File: config.mk
export PLATFORM = sky130hd
export DESIGN_NAME = bus_master_if
export DESIGN_NICKNAME = d
export VERILOG_FILES = /design/src/rtl/bus_master_pkg.sv /design/src/rtl/bus_master_if_cs_decoder.sv /design/src/rtl/bus_master_if.sv
export SDC_FILE = /design/constraint.sdc
export NUM_CORES = 1
export LEC_CHECK = 0
export ABC_AREA = 1
export ABC_CLOCK_PERIOD_IN_PS = 1530
export CAP_MARGIN = 5
export CORE_ASPECT_RATIO = 1.4
export CORE_MARGIN = 10
export CORE_UTILIZATION = 38
export CTS_CLUSTER_SIZE = 10
export DETAILED_ROUTE_END_ITERATION = 16
export GPL_TIMING_DRIVEN = 0
export PLACE_DENSITY = 0.8
export REMOVE_ABC_BUFFERS = 1
export SLEW_MARGIN = 15
export SYNTH_ARGS = -nofsm -noshare
export SYNTH_HDL_FRONTEND = slang
export SYNTH_HIERARCHICAL = 1
export SYNTH_SLANG_ARGS = --single-unit
File: constraint.sdc
create_clock -name clk -period 1.53 [get_ports clk]
set_input_delay 0.2295 -clock clk [delete_from_list [all_inputs] [get_ports clk]]
set_output_delay 0.2295 -clock clk [all_outputs]
set_load 0.02 [all_outputs]
File: src/rtl/bus_master_pkg.sv
// Shared definitions for the on-chip slave bus initiator: state encoding,
// bus polarity constants, default timeout and the slave-select map.
package bus_master_pkg;

    typedef enum logic [1:0] {
        IDLE   = 2'd0,
        ACCESS = 2'd1,
        DONE   = 2'd2
    } bm_state_e;

    // Bus direction on rw / req_rw
    localparam logic READ  = 1'b1;
    localparam logic WRITE = 1'b0;

    // Active-low strobe levels for cs_ / as_ / rdy_
    localparam logic ENABLE_  = 1'b0;
    localparam logic DISABLE_ = 1'b1;

    localparam int DEFAULT_TIMEOUT = 16;

    // Slave-select map: value of the top SEL_W word-address bits
    localparam int SEL_MEM   = 0;
    localparam int SEL_ROM   = 1;
    localparam int SEL_TIMER = 2;
    localparam int SEL_UART  = 3;
    localparam int SEL_GPIO  = 4;

endpackage

File: src/rtl/bus_master_if_cs_decoder.sv
// Combinational select decoder: SEL_W address bits to one-hot active-low
// chip selects. The caller registers the result.
module bus_cs_decoder
    import bus_master_pkg::*;
#(
    parameter int SEL_W = 3
) (
    input  logic [SEL_W-1:0]      sel_i,
    output logic [(2**SEL_W)-1:0] cs_n_o
);

    for (genvar gi = 0; gi < 2**SEL_W; gi++) begin : g_cs
        assign cs_n_o[gi] = (sel_i == SEL_W'(gi)) ? ENABLE_ : DISABLE_;
    end

endmodule

File: src/rtl/bus_master_if.sv
// Bus initiator: turns a held CPU request into one cs_/as_ bus cycle, waits
// for rdy_ (or a cycle budget) and returns a single ack with read data.
module bus_master_if
    import bus_master_pkg::*;
#(
    parameter int ADDR_W  = 30,
    parameter int DATA_W  = 32,
    parameter int SEL_W   = 3,
    parameter int TIMEOUT = DEFAULT_TIMEOUT
) (
    input  logic                     clk,
    input  logic                     reset,
    input  logic                     req,
    input  logic                     req_rw,
    input  logic [ADDR_W-1:0]        req_addr,
    input  logic [DATA_W-1:0]        req_wr_data,
    output logic                     ack,
    output logic                     err,
    output logic [DATA_W-1:0]        rd_data_out,
    output logic                     busy,
    output logic [(2**SEL_W)-1:0]    cs_,
    output logic                     as_,
    output logic                     rw,
    output logic [1:0]               addr,
    output logic [DATA_W-1:0]        wr_data,
    input  logic [DATA_W-1:0]        rd_data,
    input  logic                     rdy_
);

    localparam int NUM_CS = 2**SEL_W;
    localparam int CNT_W  = (TIMEOUT > 1) ? $clog2(TIMEOUT) : 1;
    localparam logic [CNT_W-1:0] CNT_LAST = CNT_W'((TIMEOUT > 0) ? TIMEOUT - 1 : 0);

    bm_state_e            state_q;
    logic [NUM_CS-1:0]    cs_q;
    logic                 as_q;
    logic                 rw_q;
    logic [1:0]           addr_q;
    logic [DATA_W-1:0]    wr_data_q;
    logic                 ack_q;
    logic                 err_q;
    logic [DATA_W-1:0]    rd_data_q;
    logic                 busy_q;
    logic [CNT_W-1:0]     cnt_q;

    logic [NUM_CS-1:0]    cs_d;
    logic [CNT_W-1:0]     cnt_d;
    logic                 timeout_hit;

    // Middle address bits are decoded by the slaves, not by the master.
    logic                 unused_addr_bits;
    assign unused_addr_bits = &{1'b0, req_addr[ADDR_W-SEL_W-1:2]};

    bus_cs_decoder #(
        .SEL_W (SEL_W)
    ) u_cs_decoder (
        .sel_i  (req_addr[ADDR_W-1 -: SEL_W]),
        .cs_n_o (cs_d)
    );

    // Wait counter saturates so a disabled timeout can never alias back to zero.
    assign cnt_d       = (cnt_q == {CNT_W{1'b1}}) ? cnt_q : cnt_q + 1'b1;
    assign timeout_hit = (TIMEOUT != 0) && (cnt_q == CNT_LAST);

    always_ff @(posedge clk) begin
        if (reset) begin
            state_q   <= IDLE;
            cs_q      <= {NUM_CS{DISABLE_}};
            as_q      <= DISABLE_;
            rw_q      <= READ;
            addr_q    <= '0;
            wr_data_q <= '0;
            ack_q     <= 1'b0;
            err_q     <= 1'b0;
            rd_data_q <= '0;
            busy_q    <= 1'b0;
            cnt_q     <= '0;
        end else begin
            case (state_q)
                IDLE: begin
                    ack_q <= 1'b0;
                    err_q <= 1'b0;
                    if (req) begin
                        rw_q      <= req_rw;
                        addr_q    <= req_addr[1:0];
                        wr_data_q <= req_wr_data;
                        cs_q      <= cs_d;
                        as_q      <= ENABLE_;
                        busy_q    <= 1'b1;
                        cnt_q     <= '0;
                        state_q   <= ACCESS;
                    end
                end

                ACCESS: begin
                    // A ready slave beats an expiring budget in the same cycle.
                    if (rdy_ == ENABLE_) begin
                        rd_data_q <= rd_data;
                        cs_q      <= {NUM_CS{DISABLE_}};
                        as_q      <= DISABLE_;
                        ack_q     <= 1'b1;
                        err_q     <= 1'b0;
                        state_q   <= DONE;
                    end else if (timeout_hit) begin
                        rd_data_q <= '0;
                        cs_q      <= {NUM_CS{DISABLE_}};
                        as_q      <= DISABLE_;
                        ack_q     <= 1'b1;
                        err_q     <= 1'b1;
                        state_q   <= DONE;
                    end else begin
                        cnt_q <= cnt_d;
                    end
                end

                DONE: begin
                    ack_q   <= 1'b0;
                    err_q   <= 1'b0;
                    busy_q  <= 1'b0;
                    state_q <= IDLE;
                end

                default: begin
                    state_q <= IDLE;
                end
            endcase
        end
    end

    assign ack         = ack_q;
    assign err         = err_q;
    assign rd_data_out = rd_data_q;
    assign busy        = busy_q;
    assign cs_         = cs_q;
    assign as_         = as_q;
    assign rw          = rw_q;
    assign addr        = addr_q;
    assign wr_data     = wr_data_q;

endmodule

==> flow_summary.ini, run 1 <==
[worst_hold_path]
min_path_type = in2reg
min-delay-start = reset

[global_route]
grt_max_degree = 38
grt_overflow = 0
first_global_vias = 3025
grt_antenna_before_repair = 0
grt.total_usage = 0.163
grt_first_pass_wirelength_mm = 15.4

[timing]
timing.final.setup_violations = 0
timing.final.crit_share = 0.954
final_critical_path_time_including_i_o_delays_and_setup_ps = 1460
timing_max_transition_violations_final = 0
worst_slew_margin_rel = 0.611
unrepaired_setup_endpoints_after_global_routing = false
sum_of_negative_setup_slack_ps = 0
layout_skew_ps = 7.44
fmax_ghz = 0.685
holdWs_ps = 369
report.final.hold_viol_count = 0
tightestPinTransition_ps = 583

[finish]
num_antenna_cells = 0
net_count_reported_at_finish = 642
area_delta_synth_final_pct = 58.5
final-instance-count-excl-fill = 647
fillCellCount = 735
layout-drive-gt1-share = 0.0713
finalCoreUtilization = 0.624

[clocking]
clock-sinks = 85
cts.hold.buffers_added = 0
tritoncts = built
clock_latency_ps = 350
reg_clk_slew_reported_paths_ps = 80
clockRootBuffer = sky130_fd_sc_hd__clkbuf_8
max-clock-path-buffers = 2
cts_buffer_count = 9
cts-htree-levels = 3

[placement]
dp_hpwl_mm = 7.34
dp_cells = 626
place.port_buffers = 152
gpl.final_weighted_congestion = 0.778

[floorplanning]
core_area_sq_mm = 0.00780
fp.dieW_microns = 96.0
initial_utilization = 0.394
rows = 38
design.die.area_sq_mm = 0.0121
die_ht_microns = 126
io-pin-count = 178

[yosys]
synth.yosys.seq_area_share = 0.554
synth_compound_area_frac = 0.0766
ys_ff_latch = 85
synth.mux.area_fraction = 0
post_synth_fa_ha_maj_area_fraction = 0.00408
post_synthesis_share_of_cell_area_spent_on_xor_and_xnor_gates = 0
syn_area_sq_mm = 0.00307
postSynthAreaPerCell_sq_um = 7.75
netlist_instances = 396
yosysUniqueCellTypes = 17
synth-simple-area-share = 0.311
yosys_warnings = 6
synth_top_family_by_area = simple AND/OR/NAND/NOR gates

[routing]
wl_met3_microns = 842
highest-signal-layer = met4
route.detailed.vias_per_inst = 4.84
route.met2.wl_mm = 5.50
routed_wl_mm = 10.6
detail_route.drc_violations = 0
drt_iter0_drc = 136
avgRoutedWirePerCell_microns = 16.4
route.antenna.remaining_nets = 0
drt_pass1_iterations = 4
vias = 3131
met1_wirelength_mm = 3.96

[worst_setup_path]
worst_setup_path_end_kind = flip-flop
setup_crit_path_kind = in2reg
ff2ff_setup_slack_ps = 90
crit_path_cell_trace = clkdlybuf4s50_1 -> nand2_2 -> a21oi_4 -> buf_6 -> nand3_1
max_stage_delay_ps = 730
crit_arrival_ps = 1700
worst_ep_required_time_ps = 1770
worstReg2RegStart = cnt_q[0]
cell_family_with_most_cp_delay = buffers and inverters
critPathBufInv = 2
worst_setup_path_start_kind = input port
critical-path-slowest-cell = sky130_fd_sc_hd__clkdlybuf4s50_1
worst-path-max-fanout = 14
worst_setup_path_startpoint = rdy_

[power_and_ir_drop]
p_leak_nw = 2.31
ir_drop_uv = 916
totalPowerFinal_w = 0.00498
power_density_mw_per_mm2 = 1020

[flow_run]
max_cap_viol_count = 0

[outcome]
result_of_the_run = finished clean
## where the power goes
part | switching, W | internal (W)
Combinational | 0.000558 | 0.000426
Clock | 0.000775 | 0.000795
Sequential | 0.0000688 | 0.00236
## cell families (layout without fill, tap and decap cells)
| logic type | count (synthesis) | count (layout) |
|---|---|---|
| flip-flops | 85 | 85 |
| buffers and inverters | 34 | 183 |
| adder cells (fa/ha/maj) | 1 | 1 |
| AO/OA/AOI/OAI | 47 | 47 |
| AND/OR/NAND/NOR | 229 | 231 |
## sequential cells by signal, indices dropped and copies added, names as in the netlist
| name | cells |
|---|---|
| wr_data | 32 |
| rw | 1 |
| addr | 2 |
| rd_data_out | 32 |
| err | 1 |
| cnt_q | 4 |
| state_q | 2 |
| busy | 1 |
| ack | 1 |
| cs_ | 8 |
| as_ | 1 |
## Yosys cell counts
cell type                  instances  share of area
sky130_fd_sc_hd__buf_6             2         0.0073
sky130_fd_sc_hd__o21ai_0          37          0.060
sky130_fd_sc_hd__nor2_2            2         0.0041
sky130_fd_sc_hd__nand3_2           2         0.0065
sky130_fd_sc_hd__buf_2             9          0.015
sky130_fd_sc_hd__inv_2             3         0.0037
sky130_fd_sc_hd__ha_1              1         0.0041
sky130_fd_sc_hd__nor2_1           76          0.093
sky130_fd_sc_hd__inv_1             7         0.0086
sky130_fd_sc_hd__nor3_1            1         0.0016
sky130_fd_sc_hd__a21oi_1          10          0.016
sky130_fd_sc_hd__buf_4             3         0.0073
sky130_fd_sc_hd__nand2_1          88           0.11
sky130_fd_sc_hd__clkbuf_1         10          0.012
sky130_fd_sc_hd__nand3_1          59          0.096
sky130_fd_sc_hd__nand4_1           1         0.0020
sky130_fd_sc_hd__dfxtp_1          85           0.55
## layout by cell type (no fill, tap or decap), types with 2 or more instances in the layout
cell type,n
sky130_fd_sc_hd__dfxtp_2,3
sky130_fd_sc_hd__nand3_1,59
sky130_fd_sc_hd__clkbuf_1,2
sky130_fd_sc_hd__dlygate4sd2_1,79
sky130_fd_sc_hd__nor2_2,2
sky130_fd_sc_hd__dfxtp_1,82
sky130_fd_sc_hd__nand3_4,2
sky130_fd_sc_hd__inv_1,6
sky130_fd_sc_hd__nand2_2,3
sky130_fd_sc_hd__a21oi_1,9
sky130_fd_sc_hd__clkdlybuf4s50_1,72
sky130_fd_sc_hd__buf_6,3
sky130_fd_sc_hd__clkbuf_8,10
sky130_fd_sc_hd__inv_2,2
sky130_fd_sc_hd__nor2_4,2
sky130_fd_sc_hd__nand2_1,84
sky130_fd_sc_hd__nor2_1,75
sky130_fd_sc_hd__o21ai_0,37
sky130_fd_sc_hd__clkinv_2,2
## per-layer routing
| metal | global-route usage | vias up |
|---|---|---|
| met4 | 0.0914 | 0 |
| met3 | 0.0573 | 18 |
| met5 | 0 | - |
| met1 | 0.166 | 1442 |
| li1 | - | 1571 |
| met2 | 0.280 | 100 |
## area by class of cell
cell class / instances / area, sq um / share of cell area
clock inverter: 4 / 47.5 / 0.00977
inverter: 10 / 55.1 / 0.0113
timing repair buffer: 157 / 1510 / 0.311
multi-input combinational: 279 / 1270 / 0.262
sequential: 85 / 1710 / 0.351
clock buffer: 12 / 145 / 0.0298
tap: 100 / 125 / 0.0257
## path summary, 6_finish.rpt
kind / end / cells past startpoint
worst max-delay path: cs_[7] / 5
worst min-delay path: state_q[0] / 2
worst min register to register: rd_data_out[25] / 2
worst max register to register: cs_[7] / 6
## stage by stage
stage | area (sq um) | worst slack [ps]
after floorplan | 2940 | -838
final | 4860 | 69.6
after CTS | 4800 | -5.06
after detailed placement | 4660 | -1200
after global routing | 4860 | 8.32
after global placement | 4590 | -2070
## timing repair
action | CTS | global route
setup buffers | 1 | 0
pin swaps | 2 | 2
gates cloned | 1 | 3
resized for setup | 89 | 13
endpoints found under the setup margin | 161 | 71
## worst register-to-register path, delay by kind of cell (launching register included)
kind,cells,cell delay (ps)
AOI/OAI and AO/OA,1,270
and+or+nand+nor,3,310
buffers and inverters,1,210
adders and majority gates,1,200
DFF,1,350
No activity file was read; power rests on OpenSTA's default activity.
==> inputs of run 2 (changes only) <==
- ABC_CLOCK_PERIOD_IN_PS: 1530 -> 1450
- clock period: 1.53 -> 1.45 ns (I/O delays scaled with it)
==> flow_summary.ini, run 2 (synthesis results as in run 1) <==
[finish]
commonest_non_fill_non_tap_cell_in_the_layout = sky130_fd_sc_hd__nand2_1
net_count_reported_at_finish = 648
multi_input_comb_area_sq_mm = 0.00131
final-instance-count-excl-fill = 653
area_delta_synth_final_pct = 62.2
num_antenna_cells = 0
fillCellCount = 720
regArea_sq_mm = 0.00171
final_cell_mix = sky130_fd_sc_hd__nand2_1, sky130_fd_sc_hd__dfxtp_1, sky130_fd_sc_hd__dlygate4sd2_1, sky130_fd_sc_hd__nor2_1, sky130_fd_sc_hd__clkdlybuf4s50_1
layout-drive-gt1-share = 0.0796
finalCoreUtilization = 0.638

[power_and_ir_drop]
share_seq_of_total_power = 0.483
power.share.switching = 0.282
combinationalPowerShare = 0.204
ir_drop_uv = 967
p_int_w = 0.00380
net_switching_power_of_the_design_w = 0.00150
totalPowerFinal_w = 0.00530
power_density_mw_per_mm2 = 1060
clkPwrFrac = 0.313
p_leak_nw = 2.37

[routing]
vias = 3230
avgRoutedWirePerCell_microns = 16.8
drt_pass1_iterations = 4
routed_wl_mm = 11.0
route.detailed.vias_per_inst = 4.95
route.antenna.remaining_nets = 0
detail_route.drc_violations = 0
drt_iter0_drc = 167

[global_route]
grt_overflow = 0
grt_antenna_before_repair = 0
grt_first_pass_wirelength_mm = 16.2
first_global_vias = 3095
grt_max_degree = 38
grt.total_usage = 0.173

[timing]
timing.final.setup_violations = 0
timing.final.crit_share = 0.934
final_setup_margin_ps = 95.3
unrepaired_setup_endpoints_after_global_routing = false
fmax_ghz = 0.738
layout_skew_ps = 6.33
report.final.hold_viol_count = 0
tightestPinTransition_ps = 586
worst_slew_margin_rel = 0.609
final_critical_path_time_including_i_o_delays_and_setup_ps = 1350
timing_max_transition_violations_final = 0

[clocking]
reg_clk_slew_reported_paths_ps = 80
cts-htree-levels = 3
clockRootBuffer = sky130_fd_sc_hd__clkbuf_8
cts_buffer_count = 9
clock-sinks = 85
max-clock-path-buffers = 2
clock_latency_ps = 350
tritoncts = built

[floorplanning]
fp.dieW_microns = 96.0
io-pin-count = 178
rows = 38
core_area_sq_mm = 0.00780
die_ht_microns = 126
initial_utilization = 0.394
design.die.area_sq_mm = 0.0121

[worst_setup_path]
worst-path-max-fanout = 14
setup_crit_path_kind = reg2reg
crit_arrival_ps = 1650
worst_ep_required_time_ps = 1750
worst_setup_path_end_kind = flip-flop
worst_setup_path_start_kind = flip-flop

[placement]
dp_cells = 626
place_worst_setup_slack_ps = -1270
gpl.final_weighted_congestion = 0.778
dp_hpwl_mm = 7.34
place.port_buffers = 152

[outcome]
result_of_the_run = finished clean

[flow_run]
max_cap_viol_count = 0

[worst_hold_path]
min_path_type = in2reg
-- run 2: cell count changes in the layout (fill, tap and decap cells not counted), sizes merged --
cell,change
buf,+6
clkbuf,-1
clkdlybuf4s50,-1
clkinv,-1
dlymetal6s2s,+1
inv,+1
nand3,+1
-- run 2: power by group through the flow --
stage | sequential, W | clock, W | combinational (W)
after floorplan | 0.00279 | 0 | 0.000282
after global placement | 0.00261 | 0 | 0.00105
after detailed placement | 0.00262 | 0 | 0.00110
after CTS | 0.00256 | 0.00171 | 0.00107
after global routing | 0.00258 | 0.00179 | 0.00117
final | 0.00256 | 0.00166 | 0.00108
-- run 2: final timing paths --
kind / start / end / slack (ps) / depth (start not counted)
max: cnt_q[0] / rd_data_out[24] / 100 / 8
min reg2reg: rd_data_out[25] / rd_data_out[25] / 440 / 2
min: reset / state_q[0] / 360 / 2
max reg2reg: cnt_q[0] / rd_data_out[24] / 100 / 8
-- run 2: worst max-delay path, cell delays in order (launching register included) --
cell                      delay (ps)
sky130_fd_sc_hd__dfxtp_4         370
sky130_fd_sc_hd__ha_4            170
sky130_fd_sc_hd__nand3_4         110
sky130_fd_sc_hd__nand2_4          80
sky130_fd_sc_hd__a21oi_4         190
sky130_fd_sc_hd__buf_6           150
sky130_fd_sc_hd__buf_16          140
sky130_fd_sc_hd__nand2_1          50
sky130_fd_sc_hd__nand2_1          50
-- run 2: what timing repair did --
item,4_1_cts,5_1_grt
endpoints found under the setup margin,163,66
setup buffers,5,3
hold endpoints to repair,0,0
resized for setup,99,9
pin swaps,2,3
hold buffers,0,0
cloned,3,1
-- run 2: metal layers --
metal  vias to the layer above  part of all wire  global-route usage
met4                         0             0.026               0.100
met3                        18             0.082              0.0561
met2                       127              0.53               0.300
li1                       1590                 -                   -
met1                      1495              0.36               0.174
met5                         -                 0                   0
-- run 2: cell type report --
cell class,instances,share of cell area
Tap cell,100,0.0251
Inverter,10,0.0111
Multi-Input combinational cell,280,0.263
Clock inverter,4,0.00955
Timing Repair Buffer,162,0.319
Clock buffer,12,0.0292
Sequential cell,85,0.343
-- run 2: through the flow --
stage | instance area [sq um] | TNS, ps | hold slack, ps
detailed placement | 4660 | -62400 | 431
CTS | 4910 | 0 | 405
finish | 4980 | 0 | 362
global route | 4980 | 0 | 362
floorplan | 2940 | -37990 | 287
global placement | 4590 | -129660 | 427
